[src/rtl/uart_tx_fifo_if.sv]
// uart_tx_fifo_if: byte write strobe and status bundle for the buffered UART transmitter.
// The master (CPU/probe side) drives the write strobe, data and overflow clear.
// The slave (transmitter) drives the serial line and the FIFO status.
interface uart_tx_fifo_if #(
  parameter int unsigned DEPTH = 16
) ();
  logic                         uart_write;
  logic [7:0]                   uart_data;
  logic                         overflow_clr;
  logic                         tx;
  logic                         busy;
  logic                         full;
  logic [$clog2(DEPTH+1)-1:0]   level;
  logic                         overflow;

  modport master (
    output uart_write, uart_data, overflow_clr,
    input  tx, busy, full, level, overflow
  );

  modport slave (
    input  uart_write, uart_data, overflow_clr,
    output tx, busy, full, level, overflow
  );
endinterface

[src/rtl/uart_tx_fifo.sv]
// uart_tx_fifo: FIFO-buffered UART transmitter, LSB-first 8N1 frames.
// Writes never stall; a write to a full FIFO is dropped and flagged in sticky overflow.
// Optional even parity (8E1) is enabled by defining UART_TX_PARITY_EN.
module uart_tx_fifo #(
  parameter int unsigned CLKS_PER_BIT = 434,
  parameter int unsigned DEPTH        = 16
) (
  input logic           clk,
  input logic           rst_n,
  uart_tx_fifo_if.slave bus
);

  localparam int unsigned PtrW  = $clog2(DEPTH);
  localparam int unsigned LvlW  = $clog2(DEPTH + 1);
  localparam int unsigned BaudW = $clog2(CLKS_PER_BIT);

  localparam logic [BaudW-1:0] BaudLast = BaudW'(CLKS_PER_BIT - 1);
  localparam logic [LvlW-1:0]  LvlFull  = LvlW'(DEPTH);

  typedef enum logic [2:0] {
    StIdle   = 3'd0,
    StStart  = 3'd1,
    StData   = 3'd2,
`ifdef UART_TX_PARITY_EN
    StParity = 3'd3,
`endif
    StStop   = 3'd4
  } state_e;

  state_e            state_q, state_d;
  logic [BaudW-1:0]  baud_q, baud_d;
  logic [2:0]        bit_q, bit_d;
  logic [7:0]        shift_q, shift_d;
  logic              tx_q, tx_d;
  logic [LvlW-1:0]   level_q, level_d;
  logic [PtrW-1:0]   wr_ptr_q, wr_ptr_d;
  logic [PtrW-1:0]   rd_ptr_q, rd_ptr_d;
  logic              ovf_q, ovf_d;
  logic [7:0]        mem_q [DEPTH];
`ifdef UART_TX_PARITY_EN
  logic              parity_q, parity_d;
`endif

  logic       baud_done;
  logic       pop;
  logic       push;
  logic       drop;
  logic [7:0] head;

  assign baud_done = (baud_q == BaudLast);
  assign head      = mem_q[rd_ptr_q];

  // Transmit FSM: next state, shift/bit/baud counters and the registered tx value.
  always_comb begin
    state_d = state_q;
    baud_d  = baud_q + 1'b1;
    bit_d   = bit_q;
    shift_d = shift_q;
    tx_d    = tx_q;
    pop     = 1'b0;
    unique case (state_q)
      StIdle: begin
        baud_d = '0;
        tx_d   = 1'b1;
        if (level_q != '0) begin
          pop     = 1'b1;
          shift_d = head;
          state_d = StStart;
          tx_d    = 1'b0;
        end
      end
      StStart: begin
        if (baud_done) begin
          baud_d  = '0;
          bit_d   = '0;
          state_d = StData;
          tx_d    = shift_q[0];
        end
      end
      StData: begin
        if (baud_done) begin
          baud_d = '0;
          if (bit_q == 3'd7) begin
`ifdef UART_TX_PARITY_EN
            state_d = StParity;
            tx_d    = parity_q;
`else
            state_d = StStop;
            tx_d    = 1'b1;
`endif
          end else begin
            shift_d = {1'b0, shift_q[7:1]};
            bit_d   = bit_q + 3'd1;
            tx_d    = shift_q[1];
          end
        end
      end
`ifdef UART_TX_PARITY_EN
      StParity: begin
        if (baud_done) begin
          baud_d  = '0;
          state_d = StStop;
          tx_d    = 1'b1;
        end
      end
`endif
      StStop: begin
        if (baud_done) begin
          baud_d = '0;
          // Chain straight into the next frame so back-to-back frames have no idle gap.
          if (level_q != '0) begin
            pop     = 1'b1;
            shift_d = head;
            state_d = StStart;
            tx_d    = 1'b0;
          end else begin
            state_d = StIdle;
            tx_d    = 1'b1;
          end
        end
      end
      default: begin
        baud_d  = '0;
        state_d = StIdle;
        tx_d    = 1'b1;
      end
    endcase
  end

`ifdef UART_TX_PARITY_EN
  // Even parity of the byte captured at pop time.
  always_comb begin
    parity_d = parity_q;
    if (pop) parity_d = ^head;
  end
`endif

  // FIFO bookkeeping: a write to a full FIFO is still accepted if a pop frees a slot this cycle.
  always_comb begin
    push     = bus.uart_write && ((level_q != LvlFull) || pop);
    drop     = bus.uart_write && !push;
    level_d  = level_q;
    wr_ptr_d = wr_ptr_q;
    rd_ptr_d = rd_ptr_q;
    if (push) wr_ptr_d = wr_ptr_q + 1'b1;
    if (pop)  rd_ptr_d = rd_ptr_q + 1'b1;
    if (push && !pop)      level_d = level_q + 1'b1;
    else if (pop && !push) level_d = level_q - 1'b1;
    // Set wins over clear when a drop coincides with overflow_clr.
    ovf_d = (ovf_q && !bus.overflow_clr) || drop;
  end

  // State registers; tx resets high so the line idles immediately on reset.
  always_ff @(posedge clk or negedge rst_n) begin
    if (!rst_n) begin
      state_q  <= StIdle;
      baud_q   <= '0;
      bit_q    <= '0;
      shift_q  <= '0;
      tx_q     <= 1'b1;
      level_q  <= '0;
      wr_ptr_q <= '0;
      rd_ptr_q <= '0;
      ovf_q    <= 1'b0;
`ifdef UART_TX_PARITY_EN
      parity_q <= 1'b0;
`endif
    end else begin
      state_q  <= state_d;
      baud_q   <= baud_d;
      bit_q    <= bit_d;
      shift_q  <= shift_d;
      tx_q     <= tx_d;
      level_q  <= level_d;
      wr_ptr_q <= wr_ptr_d;
      rd_ptr_q <= rd_ptr_d;
      ovf_q    <= ovf_d;
`ifdef UART_TX_PARITY_EN
      parity_q <= parity_d;
`endif
    end
  end

  // FIFO storage; contents need no reset since level gates every read.
  always_ff @(posedge clk) begin
    if (push) mem_q[wr_ptr_q] <= bus.uart_data;
  end

  assign bus.tx       = tx_q;
  assign bus.busy     = (state_q != StIdle) || (level_q != '0);
  assign bus.full     = (level_q == LvlFull);
  assign bus.level    = level_q;
  assign bus.overflow = ovf_q;

endmodule

[src/flat_wrapper.sv]
// flat-port wrapper written by rule: the top's interface ports become plain ports
module uart_tx_fifo_flat 
#(
  parameter int unsigned CLKS_PER_BIT = 434,
  parameter int unsigned DEPTH        = 16
)
  (clk, rst_n, bus_uart_write, bus_uart_data, bus_overflow_clr, bus_tx, bus_busy, bus_full, bus_level, bus_overflow);
  uart_tx_fifo_if #(.DEPTH(DEPTH)) bus_i ();
  input logic clk;
  input logic rst_n;
  input wire logic [$bits(bus_i.uart_write)-1:0] bus_uart_write;
  input wire logic [$bits(bus_i.uart_data)-1:0] bus_uart_data;
  input wire logic [$bits(bus_i.overflow_clr)-1:0] bus_overflow_clr;
  output wire logic [$bits(bus_i.tx)-1:0] bus_tx;
  output wire logic [$bits(bus_i.busy)-1:0] bus_busy;
  output wire logic [$bits(bus_i.full)-1:0] bus_full;
  output wire logic [$bits(bus_i.level)-1:0] bus_level;
  output wire logic [$bits(bus_i.overflow)-1:0] bus_overflow;
  assign bus_i.uart_write = bus_uart_write;
  assign bus_i.uart_data = bus_uart_data;
  assign bus_i.overflow_clr = bus_overflow_clr;
  assign bus_tx = bus_i.tx;
  assign bus_busy = bus_i.busy;
  assign bus_full = bus_i.full;
  assign bus_level = bus_i.level;
  assign bus_overflow = bus_i.overflow;
  uart_tx_fifo #(.CLKS_PER_BIT(CLKS_PER_BIT), .DEPTH(DEPTH)) u_core (.clk(clk), .rst_n(rst_n), .bus(bus_i));
endmodule
[config.mk]
export PLATFORM = sky130hd
export DESIGN_NAME = uart_tx_fifo_flat
export DESIGN_NICKNAME = d
export VERILOG_FILES = /design/src/rtl/uart_tx_fifo_if.sv /design/src/rtl/uart_tx_fifo.sv /design/src/flat_wrapper.sv
export SDC_FILE = /design/constraint.sdc
export NUM_CORES = 1
export LEC_CHECK = 0
export ABC_AREA = 0
export CAP_MARGIN = 20
export CELL_PAD_IN_SITES_DETAIL_PLACEMENT = 2
export CELL_PAD_IN_SITES_GLOBAL_PLACEMENT = 2
export CORE_MARGIN = 2
export CORE_UTILIZATION = 42
export CTS_CLUSTER_DIAMETER = 150
export DETAILED_ROUTE_END_ITERATION = 16
export GPL_ROUTABILITY_DRIVEN = 0
export GPL_TIMING_DRIVEN = 0
export MAX_ROUTING_LAYER = met4
export PLACE_DENSITY = 0.8
export SYNTH_ARGS = -nofsm -noshare
export SYNTH_HDL_FRONTEND = slang
export SYNTH_SLANG_ARGS = --single-unit
[constraint.sdc]
create_clock -name clk -period 3.1 [get_ports clk]
set_clock_uncertainty 0.15 [all_clocks]
set_input_delay 0.62 -clock clk [delete_from_list [all_inputs] [get_ports clk]]
set_output_delay 0.62 -clock clk [all_outputs]
set_load 0.02 [all_outputs]
Yosys cells after proc, flatten, opt, wreduce, memory -nomap -nowiden
Memory sizes are Yosys's and may differ from the RTL's.
Index checks and enable logic that the tools add are counted.

storage, ports and cells
  memories kept = 1
  bits of input ports = 12
  bits in registers = 38
  output and inout port bits = 9
  RAM bits = 128

operators by class
  reductions and logical operators = 22
  equality and inequality tests = 13
  add/subtract/negate cells = 6
  muxes and demuxes = 31

memories
  memory        depth  bits a word  rd ports  clocked after Yosys merged registers in  write ports  RTL line            source
  u_core.mem_q  16     8            1         0                                        1            uart_tx_fifo.sv:39  logic [7:0] mem_q [DEPTH];

operator list
  operator               number
  $mux W8                4
  $mux W3                8
  $pmux W8 S3            1
  $mux W9                2
  $pmux W3 S4            1
  $mux W1                10
  $mux W5                2
  $ne A2 B1 Y1 const B   5
  $add A9 B1 Y9 const B  1
  $eq A9 B9 Y1 const B   1
  $add A4 B1 Y4 const B  2
  $reduce_and A4 Y1      2
  $eq A3 B3 Y1 const B   2
  $pmux W3 S2            1
  $reduce_bool A3 Y1     2
  $add A5 B1 Y5 const B  1
  $eq A5 B5 Y1 const B   1
  $logic_and A1 B1 Y1    5
  $ne A5 B5 Y1 const B   1
  $reduce_and A5 Y1      1
  $reduce_bool A5 Y1     1
  $sub A5 B1 Y5 const B  1
  $pmux W1 S4            1
  $reduce_bool A2 Y1     2
  other kinds (10)       14

Depth between registers and ports, before layout
Gate-level depths: netlist of run 1.

  depth in word-level cells = 10
  gate-level depth with buffers = 14

Worst setup path before layout of run 1
OpenSTA, ideal clock, no wires.

  path type = reg2reg
  start = register u_core.baud_q[1]
  end = register u_core.level_q[4] (netlist: u_core.bus.level[4])
  arrival time = 2.815 ns
  required time = 2.869 ns
  slack = 0.054 ns
  buffers on the path = 1
  stages on the path, launching flop included = 15
  cells stage by stage = dfrtp_1 > inv_1 > ha_1 > and4b_1 > nand2_2 > a2111oi_4 > buf_2 > inv_1 > ha_1 > inv_1 > ha_1 > a21o_1 > a21oi_1 > mux2i_1 > xnor2_1

between the ends
  word-level cells in the longest chain between the ends = 8

RTL lines
  what                          RTL line             source
  start, declared               uart_tx_fifo.sv:31   logic [BaudW-1:0] baud_q, baud_d;
  start signal, assigned        uart_tx_fifo.sv:170  baud_q <= baud_d;
  $eq A9 B9 Y1 *                uart_tx_fifo.sv:50   assign baud_done = (baud_q == BaudLast);
  $mux W1 *                     uart_tx_fifo.sv:108  if (baud_done) begin
  $pmux W1 S2 *                 uart_tx_fifo.sv:61   unique case (state_q)
  $logic_or A1 B1 Y1            uart_tx_fifo.sv:140  push = bus.uart_write && ((level_q != LvlFull) || pop);
  $logic_and A1 B1 Y1           uart_tx_fifo.sv:140
  $logic_not A1 Y1              uart_tx_fifo.sv:148  else if (pop && !push) level_d = level_q - 1'b1;
  $logic_and A1 B1 Y1           uart_tx_fifo.sv:148
  $reduce_bool A2 Y1 (no line)  --
  end signal, assigned          uart_tx_fifo.sv:174  level_q <= level_d;
  end, declared                 uart_tx_fifo.sv:35   logic [LvlW-1:0] level_q, level_d;

Mark *: on every way between the ends. The rest lies on a longest branch, timed or not.
A chain may end at the register's enable or synchronous reset.

Worst setup path after layout of run 1
  start = register u_core.level_q[0] (netlist: u_core.bus.level[0])
  end = output bus_full

between the ends
  word-level cells in the longest chain between the ends = 1

RTL lines
  what           RTL line             source
  $eq A5 B5 Y1   uart_tx_fifo.sv:191  assign bus.full = (level_q == LvlFull);
  end, declared  flat_wrapper.sv:16   output wire logic [$bits(bus_i.full)-1:0] bus_full;

No other way between the ends.

==> results.sh, run 1 <==
export IMPL_synth_fp_nets=455
export IMPL_die_y_um=133
export IMPL_port_buffers=20
export IMPL_path_cells="or4_4 -> nor2_1 -> clkdlybuf4s50_1"
export IMPL_ir_drop_mv=0.575
export IMPL_rr_worst_depth=6
export IMPL_drv_cap=0
export IMPL_synthToLayoutAreaGrowth_pct=17.5
export IMPL_rsz0062_at_grt="true"
export IMPL_placedCellCount=669
export IMPL_critPathKind="flop to primary output"
export IMPL_nNetsFinal=504
export IMPL_grt_pass1_wl_mm=26.4
export IMPL_via_per_inst=5.43
export IMPL_grt_max_degree=36
export IMPL_clockBufferDepth=2
export IMPL_rrSetupSlack_ns=0.15
export IMPL_dpl_hpwl_mm=11.2
export IMPL_cts_sinks=166
export IMPL_r2r_end="u_core.mem_q[7][7]$_DFFE_PP_"
export IMPL_cts_tree="done"
export IMPL_drt_first_pass_iters=4
export IMPL_synth_cell_type_count=47
export IMPL_tightest_slew_ns=0.966
export IMPL_yosys_top_cells_count="edfxtp_1 (128), nor2_1 (43), dfrtp_1 (37)"
export IMPL_post_route_period_util=0.974
export IMPL_drc=0
export IMPL_max_stage_delay_ns=0.63
export IMPL_num_vias=3863
export IMPL_synth_top_area_share=0.550
export IMPL_drive_above_1_share=0.237
export IMPL_setup_viol=0
export IMPL_clk_latency_ns=0.43
export IMPL_yosys_register_bits=166
export IMPL_slew_headroom=0.353
export IMPL_die_area_um2=17700
export IMPL_worstSetupStartpointType="flop"
export IMPL_min_path_cells=1
export IMPL_wl_per_cell_um=23.9
export IMPL_synthCells=428
export IMPL_ys_seq_area_frac=0.686
export IMPL_fp_dieW_um=133
export IMPL_htreeDepth=4
export IMPL_cp_required_ns=2.33
export IMPL_hold_viol_final=0
export IMPL_synth_top_area_cell="edfxtp_1"
export IMPL_wl_mm=17.0
export IMPL_crit_fanout=5
export IMPL_synth_flop_cell="edfxtp_1"
export IMPL_synthArstFlopShare=0.229
export IMPL_arrival_ns=2.25
export IMPL_p_leak_nw=2.83
export IMPL_io_pins=21
export IMPL_endpoint_kind="primary output"
export IMPL_clk_pin_slew_ns=0.07
export IMPL_synth_edff_count=128
export IMPL_synthesis_yosys_warnings=0
export IMPL_min_path_type="flop to flop"
export IMPL_layout_min_cycle_time_ns=3.02
export IMPL_status="complete, no violations"
export IMPL_fillerInstances=1457
export IMPL_drtIter0Drc=262
export IMPL_p_per_area_nw_per_um2=692
export IMPL_numCtsBuffers=17
export IMPL_crit_slowest_cell="clkdlybuf4s50_1"
export IMPL_layout_cells_non_filler=711
export IMPL_synth_area_um2=6990
export IMPL_finalPower_mw=5.68
export IMPL_antenna_found_initial=1
export IMPL_dpl_instance_area_um2=7500
export IMPL_hp_start="u_core.baud_q[0]$_DFF_PN0_"
export IMPL_synth_top_cells_by_area="edfxtp_1 (55%), dfrtp_1 (13%), mux4_2 (10%)"
export IMPL_fmax_ghz=0.331
export IMPL_root_buffer="clkbuf_16"
export IMPL_avgSynthCellArea_um2=16.3
export IMPL_cp_top_family="simple AND/OR/NAND/NOR gates"
export IMPL_fin_area_um2=8210
export IMPL_first_global_vias=4441
export IMPL_initial_utilization=0.426
export IMPL_post_synth_top_count_cell="edfxtp_1"
export IMPL_ant_nets=0
export IMPL_slew_violations=0
export IMPL_core_area_um2=16400
export IMPL_worstPathBufferInverterCount=1
export IMPL_core_rowCount=47
export IMPL_crit_reg2reg_launch="u_core.state_q[0]$_DFFE_PN0P_"
export IMPL_grt_use_total=0.212
export IMPL_globalRouteOverflowTotal=0
export IMPL_hold_end="u_core.baud_q[0]$_DFF_PN0_"
## registers in the layout, summed over array words and instances (netlist names)
register             flops
u_core.mem_q           128
u_core.baud_q            9
u_core.shift_q           8
u_core.bus.level         5
u_core.rd_ptr_q          4
u_core.wr_ptr_q          4
u_core.bit_q             3
u_core.state_q           3
u_core.bus.overflow      1
u_core.bus.tx            1
## worst max path at each step
stage	start	endpoint	slack (ns)	cells past startpoint
after floorplan	u_core.baud_q[1]$_DFF_PN0_	u_core.bus.level[4]$_DFFE_PN0P_	0.05	14
after global placement	bus_uart_write	u_core.mem_q[3][5]$_DFFE_PP_	-0.58	5
after detailed placement	u_core.baud_q[1]$_DFF_PN0_	u_core.bus.level[4]$_DFFE_PN0P_	-0.45	14
after CTS	u_core.bus.level[0]$_DFFE_PN0P_	bus_busy	0.02	4
after global routing	u_core.bus.level[0]$_DFFE_PN0P_	bus_full	0.006	3
final	u_core.bus.level[0]$_DFFE_PN0P_	bus_full	0.08	3
## through the flow
stage	TNS, ns	util	hold WS [ns]	setup WS (ns)
finish	0	0.501	0.355	0.0799
global route	0	0.501	0.377	0.00599
CTS	0	0.496	0.352	0.0157
detailed placement	-19.46	0.457	0.293	-0.446
global placement	-20.43	0.455	0.321	-0.585
floorplan	0	-	0.174	0.0540
## cells in the final DEF, fill, tap and decap left out, types with 6 or more instances in the layout
cell type and n:
a21oi_1 6, buf_2 6, buf_4 10, clkbuf_1 9, clkbuf_16 17, clkdlybuf4s50_1 18, dfrtp_1 36, edfxtp_1 128
ha_1 12, inv_1 10, mux2_2 9, mux2i_1 10, mux4_2 32, nand2_1 33, nor2_1 41, o21ai_0 16
xnor2_1 11
## power by group
group / switching [mW] / internal [mW]
clock: 0.936 / 1.12
combinational: 0.534 / 0.329
sequential: 0.117 / 2.64
total: 1.59 / 4.09
## area by class of cell
| cell class | count | area (um^2) | share of cell area |
|---|---|---|---|
| flip-flops and latches | 166 | 4800 | 0.584 |
| multi-input cells | 228 | 2110 | 0.257 |
| clock buffers | 17 | 425 | 0.0518 |
| repair buffers | 30 | 288 | 0.0350 |
| well taps | 220 | 275 | 0.0335 |
| clock inverters | 15 | 143 | 0.0174 |
| plain buffers | 22 | 126 | 0.0154 |
| inverters | 12 | 47.5 | 0.00579 |
| diodes | 1 | 2.50 | 0.000305 |
## what timing repair did
item | in CTS | in global routing
hold buffers | 1 | 0
endpoints found under the hold margin | 3 | 0
buffers inserted | 3 | 5
pin swaps | 2 | 4
resized for setup | 11 | 8
setup endpoints to repair | 89 | 17
## logic make-up (layout without fill, tap and decap cells)
logic type      Yosys count  in the layout  share of synthesized area
compound gates           43             43                     0.0442
xor+xnor                 16             16                     0.0200
fa+ha+maj                15             15                     0.0279
buf+inv                  34             96                     0.0236
flops                   166            166                      0.686
mux                      51             51                      0.132
other cells               0              1                          0
simple gates            103            103                     0.0662
## worst reg2reg max path: cells and delay by family, from the launching register on
kind            cells  cell delay (ns)
buf+inv             1             0.24
flops               1             0.36
simple gates        3             1.36
compound gates      2             0.46
## routing by layer
layer  wire length, um  track usage
met4               284       0.0800
met5                 0            -
met2              9350        0.372
met1              6850        0.241
met3               548       0.0414
Power figures use the tool's default switching activity.
==> inputs of run 2 (changes only) <==
Settings changed: CTS_BUF_LIST from default to sky130_fd_sc_hd__clkbuf_2 sky130_fd_sc_hd__clkbuf_4 sky130_fd_sc_hd__clkbuf_8.
==> results.sh, run 2 (synthesized netlist as in run 1, its figures left out) <==
export IMPL_status="complete, no violations"
export IMPL_power_frac_seq=0.537
export IMPL_ant_nets=0
export IMPL_tightest_slew_ns=0.998
export IMPL_layout_min_cycle_time_ns=3.05
export IMPL_final_cell_mix="edfxtp_1 (128), nor2_1 (40), dfrtp_1 (36)"
export IMPL_final_common_cell="edfxtp_1"
export IMPL_finalPower_mw=5.13
export IMPL_initial_utilization=0.426
export IMPL_top_regs="u_core.mem_q x128, u_core.baud_q x9, u_core.shift_q x8"
export IMPL_port_buffers=20
export IMPL_drive_above_1_share=0.238
export IMPL_regMostFlops="u_core.mem_q"
export IMPL_wl_mm=16.7
export IMPL_p_leak_nw=2.74
export IMPL_combinationalPowerShare=0.168
export IMPL_drc=0
export IMPL_grt_max_degree=36
export IMPL_ir_drop_mv=0.444
export IMPL_die_area_um2=17700
export IMPL_core_area_um2=16400
export IMPL_dpl_hpwl_mm=11.2
export IMPL_fmax_ghz=0.328
export IMPL_via_per_inst=5.39
export IMPL_grt_use_total=0.211
export IMPL_power_internal_mw=3.62
export IMPL_root_buffer="clkbuf_8"
export IMPL_antenna_cells=0
export IMPL_core_rowCount=47
export IMPL_nNetsFinal=502
export IMPL_drv_cap=0
export IMPL_setup_viol=0
export IMPL_synthToLayoutAreaGrowth_pct=14.6
export IMPL_critPathKind="flop to flop"
export IMPL_first_global_vias=4390
export IMPL_largest_register_ffs=128
export IMPL_fp_dieW_um=133
export IMPL_min_path_type="input port to asynchronous set/reset pin"
export IMPL_clk_pin_slew_ns=0.09
export IMPL_antenna_found_initial=0
export IMPL_hold_viol_final=0
export IMPL_worstSetupStartpointType="flop"
export IMPL_cts_sinks=166
export IMPL_crit_fanout=9
export IMPL_grt_pass1_wl_mm=26.4
export IMPL_timing_hold_ws_ns=0.358
export IMPL_slew_violations=0
export IMPL_rsz0062_at_grt="true"
export IMPL_num_vias=3815
export IMPL_numCtsBuffers=17
export IMPL_switching_power_mw=1.51
export IMPL_drt_first_pass_iters=4
export IMPL_p_per_area_nw_per_um2=640
export IMPL_clockBufferDepth=2
export IMPL_p_clk_frac=0.295
export IMPL_swShare=0.295
export IMPL_io_pins=21
export IMPL_rrSetupSlack_ns=0.05
export IMPL_htreeDepth=4
export IMPL_globalRouteOverflowTotal=0
export IMPL_wl_per_cell_um=23.6
export IMPL_cp_required_ns=3.04
export IMPL_slew_headroom=0.332
export IMPL_post_route_period_util=0.983
export IMPL_cts_tree="done"
export IMPL_clk_latency_ns=0.47
export IMPL_setup_tns_ns=0
export IMPL_drtIter0Drc=197
export IMPL_endpoint_kind="flop"
export IMPL_arrival_ns=2.98
export IMPL_die_y_um=133
run 2: cell count changes in the layout (fill, tap and decap cells not counted), sizes merged:
cell / delta
clkdlybuf4s50: -1
dlymetal6s2s: -1
buf: -2
dlygate4sd2: +2
diode: -1
run 2: through the flow:
step	setup slack [ns]	util	cells	instance area, um^2
CTS	-0.0191	0.484	704	7930
floorplan	0.0540	-	428	6990
finish	0.0514	0.488	708	8010
global route	-0.0840	0.488	708	8010
detailed placement	-0.446	0.457	669	7500
global placement	-0.585	0.455	668	7470
run 2: area by class of cell:
type / instances / area, um^2
fillers: 1498 / 8400
clock inverters: 15 / 143
well taps: 220 / 275
inverters: 12 / 50.0
multi-input cells: 228 / 2110
repair buffers: 28 / 268
plain buffers: 22 / 126
clock buffers: 17 / 234
flip-flops and latches: 166 / 4800
run 2: critical path, stage by stage, from the launching register on:
cell	delay, ns
dfrtp_1	0.39
inv_1	0.07
ha_2	0.16
and4b_2	0.27
nand2_4	0.09
buf_4	0.15
a21oi_4	0.34
nand2_1	0.24
nor2_1	0.81
run 2: what timing repair did:
item                       in CTS  in global routing
hold endpoints to repair        3                  0
pin swaps                       1                  4
setup buffers                   2                  4
setup endpoints to repair      55                  1
resized for setup              12                 11
hold buffers                    1                  0
run 2: path summary, 6_finish.rpt:
check                                      startpoint                              end  cells past startpoint
setup / recovery           u_core.baud_q[1]$_DFF_PN0_    u_core.mem_q[15][7]$_DFFE_PP_                      8
hold / removal                                  rst_n  u_core.bus.level[1]$_DFFE_PN0P_                      2
setup reg to reg           u_core.baud_q[1]$_DFF_PN0_    u_core.mem_q[15][7]$_DFFE_PP_                      8
hold reg to reg            u_core.baud_q[0]$_DFF_PN0_       u_core.baud_q[0]$_DFF_PN0_                      1
max in group asynchronous                       rst_n        u_core.bus.tx$_DFFE_PN1P_                      3
min in group clk           u_core.baud_q[0]$_DFF_PN0_       u_core.baud_q[0]$_DFF_PN0_                      1
run 2: per-layer routing:
metal	global-route usage	share of wire	vias up
li1	-	-	1720
met1	0.251	0.42	2020
met2	0.368	0.54	58
met3	0.0425	0.026	17
met4	0.0562	0.0098	0
met5	-	0	-
run 2: power groups by stage:
stage,Sequential [mW],Clock (mW),Combinational (mW)
2_1_floorplan,2.80,0,0.453
3_3_place_gp,2.77,0,0.741
3_5_place_dp,2.80,0,0.830
4_1_cts,2.76,1.55,0.846
5_1_grt,2.78,1.64,0.951
6_report,2.75,1.51,0.862
==> inputs of run 3 (changes only) <==
Settings changed: CORE_UTILIZATION 42 to 43, PLACE_DENSITY 0.8 to 0.81.
==> results.sh, run 3 (synthesized netlist as in run 1, its figures left out) <==
export IMPL_ant_nets=0
export IMPL_grtUsageMet2=0.374
export IMPL_wl_per_cell_um=24.6
export IMPL_numCtsBuffers=17
export IMPL_drtIter0Drc=254
export IMPL_r2r_end="u_core.bus.level[4]$_DFFE_PN0P_"
export IMPL_layout_min_cycle_time_ns=3.07
export IMPL_htreeDepth=4
export IMPL_use_met1=0.257
export IMPL_fillerInstances=1473
export IMPL_use_met3=0.0401
export IMPL_setup_viol=0
export IMPL_cts_tree="done"
export IMPL_cp_required_ns=3.34
export IMPL_rrSetupSlack_ns=0.03
export IMPL_hold_viol_final=0
export IMPL_num_vias=3911
export IMPL_timing_hold_ws_ns=0.134
export IMPL_top_regs="u_core.mem_q x128, u_core.baud_q x9, u_core.shift_q x8"
export IMPL_die_area_um2=17300
export IMPL_rsz0062_at_grt="true"
export IMPL_initial_utilization=0.440
export IMPL_nNetsFinal=503
export IMPL_critPathKind="flop to flop"
export IMPL_worstSetupStartpointType="flop"
export IMPL_first_global_vias=4316
export IMPL_synthToLayoutAreaGrowth_pct=15.1
export IMPL_antenna_cells=0
export IMPL_io_pins=21
export IMPL_grt_pass1_wl_mm=26.7
export IMPL_post_route_period_util=0.992
export IMPL_rr_worst_depth=14
export IMPL_final_common_cell="edfxtp_1"
export IMPL_fp_dieW_um=132
export IMPL_fmax_ghz=0.325
export IMPL_port_buffers=20
export IMPL_ctsHoldBuffers=0
export IMPL_drc=0
export IMPL_clk_pin_slew_ns=0.10
export IMPL_via_per_inst=5.55
export IMPL_drt_first_pass_iters=4
export IMPL_slew_headroom=0.388
export IMPL_max_stage_delay_ns=0.44
export IMPL_grt_max_degree=39
export IMPL_path_cells="inv_1 -> ha_1 -> and4b_2 -> nand2_4 -> a2111oi_4 -> buf_6 -> inv_1 -> ha_4 -> inv_2 -> ha_1 -> a21o_1 -> a21oi_2 -> mux2i_1 -> xnor2_1"
export IMPL_p_per_area_nw_per_um2=655
export IMPL_wl_mm=17.3
export IMPL_root_buffer="clkbuf_8"
export IMPL_regMostFlops="u_core.mem_q"
export IMPL_status="complete, no violations"
export IMPL_grt_use_total=0.218
export IMPL_min_path_type="input port to asynchronous set/reset pin"
export IMPL_cts_sinks=166
export IMPL_p_leak_nw=2.75
export IMPL_tightest_slew_ns=0.918
export IMPL_finalPower_mw=5.27
export IMPL_largest_register_ffs=128
export IMPL_drv_cap=0
export IMPL_crit_fanout=6
export IMPL_drive_above_1_share=0.254
export IMPL_core_area_um2=15900
export IMPL_dpl_hpwl_mm=11.2
export IMPL_final_cell_mix="edfxtp_1 (128), dfrtp_1 (37), nand2_1 (33)"
export IMPL_endpoint_kind="flop"
export IMPL_grt_busiest_layer="met2"
export IMPL_setup_tns_ns=0
export IMPL_slew_violations=0
export IMPL_ir_drop_mv=0.374
export IMPL_clk_latency_ns=0.47
export IMPL_core_rowCount=46
export IMPL_crit_slowest_cell="a2111oi_4"
export IMPL_antenna_found_initial=0
export IMPL_place_ws_ns=-0.523
export IMPL_globalRouteOverflowTotal=0
export IMPL_setup_ws_ns=0.0254
export IMPL_arrival_ns=3.31
export IMPL_clockBufferDepth=2
export IMPL_die_y_um=132
export IMPL_crit_reg2reg_launch="u_core.baud_q[1]$_DFF_PN0_"
## run 3: cell types whose count changed in the layout (fill, tap and decap cells not counted), moves of 2 or more
cell / change
nor2_2: +9
nor2_1: -9
buf_4: +2
a21oi_2: +2
clkinv_2: -3
## run 3: worst max path at each step
stage | to | startpoint | slack (ns) | cells after the start
6_report | u_core.bus.level[4]$_DFFE_PN0P_ | u_core.baud_q[1]$_DFF_PN0_ | 0.03 | 14
5_1_grt | u_core.bus.level[4]$_DFFE_PN0P_ | u_core.baud_q[1]$_DFF_PN0_ | -0.15 | 14
4_1_cts | u_core.bus.level[4]$_DFFE_PN0P_ | u_core.bus.level[1]$_DFFE_PN0P_ | -0.01 | 12
3_5_place_dp | u_core.bus.level[4]$_DFFE_PN0P_ | u_core.baud_q[1]$_DFF_PN0_ | -0.52 | 14
3_3_place_gp | u_core.mem_q[3][6]$_DFFE_PP_ | bus_uart_write | -0.40 | 5
2_1_floorplan | u_core.bus.level[4]$_DFFE_PN0P_ | u_core.baud_q[1]$_DFF_PN0_ | 0.05 | 14
## run 3: layer usage
layer / part of all wire / wire, um / vias to the layer above
met1: 0.41 / 7060 / 2084
met3: 0.036 / 623 / 20
met5: 0 / 0 / -
li1: - / - / 1722
met2: 0.54 / 9290 / 85
met4: 0.021 / 365 / 0
## run 3: worst max-delay path: cells and delay by family, from the launching register on
family / cells / cell delay [ns]
AOI/OAI and AO/OA: 3 / 0.78
adders and majority gates: 3 / 0.55
buffers and inverters: 4 / 0.36
xor gates and xnor gates: 1 / 0.14
muxes: 1 / 0.26
and+or+nand+nor: 2 / 0.36
DFF: 1 / 0.41
## run 3: timing repair
| item | CTS | global route |
|---|---|---|
| pin swaps | 1 | 3 |
| setup endpoints to repair | 10 | 87 |
| resized for setup | 8 | 22 |
| gates cloned | 0 | 0 |
| setup buffers | 2 | 4 |
## run 3: area by class of cell
class / instances / area (um^2) / area share
plain buffers: 22 / 126 / 0.0157
clock buffers: 18 / 241 / 0.0300
well taps: 216 / 270 / 0.0336
inverters: 12 / 45.0 / 0.00560
repair buffers: 29 / 258 / 0.0320
flip-flops and latches: 166 / 4800 / 0.596
clock inverters: 14 / 165 / 0.0205
multi-input cells: 228 / 2140 / 0.266
## run 3: metrics by stage
step / cell area [um^2] / std cells / util
finish: 8040 / 705 / 0.506
global route: 8040 / 705 / 0.506
CTS: 7920 / 701 / 0.498
detailed placement: 7480 / 667 / 0.471
global placement: 7460 / 664 / 0.470
floorplan: 6990 / 428 / -
## run 3: power by group
part / internal, mW / switching (mW) / leakage [nW] / total [mW]
Combinational: 0.344 / 0.556 / 0.930 / 0.900
Clock: 0.747 / 0.868 / 0.194 / 1.61
Sequential: 2.64 / 0.120 / 1.63 / 2.76
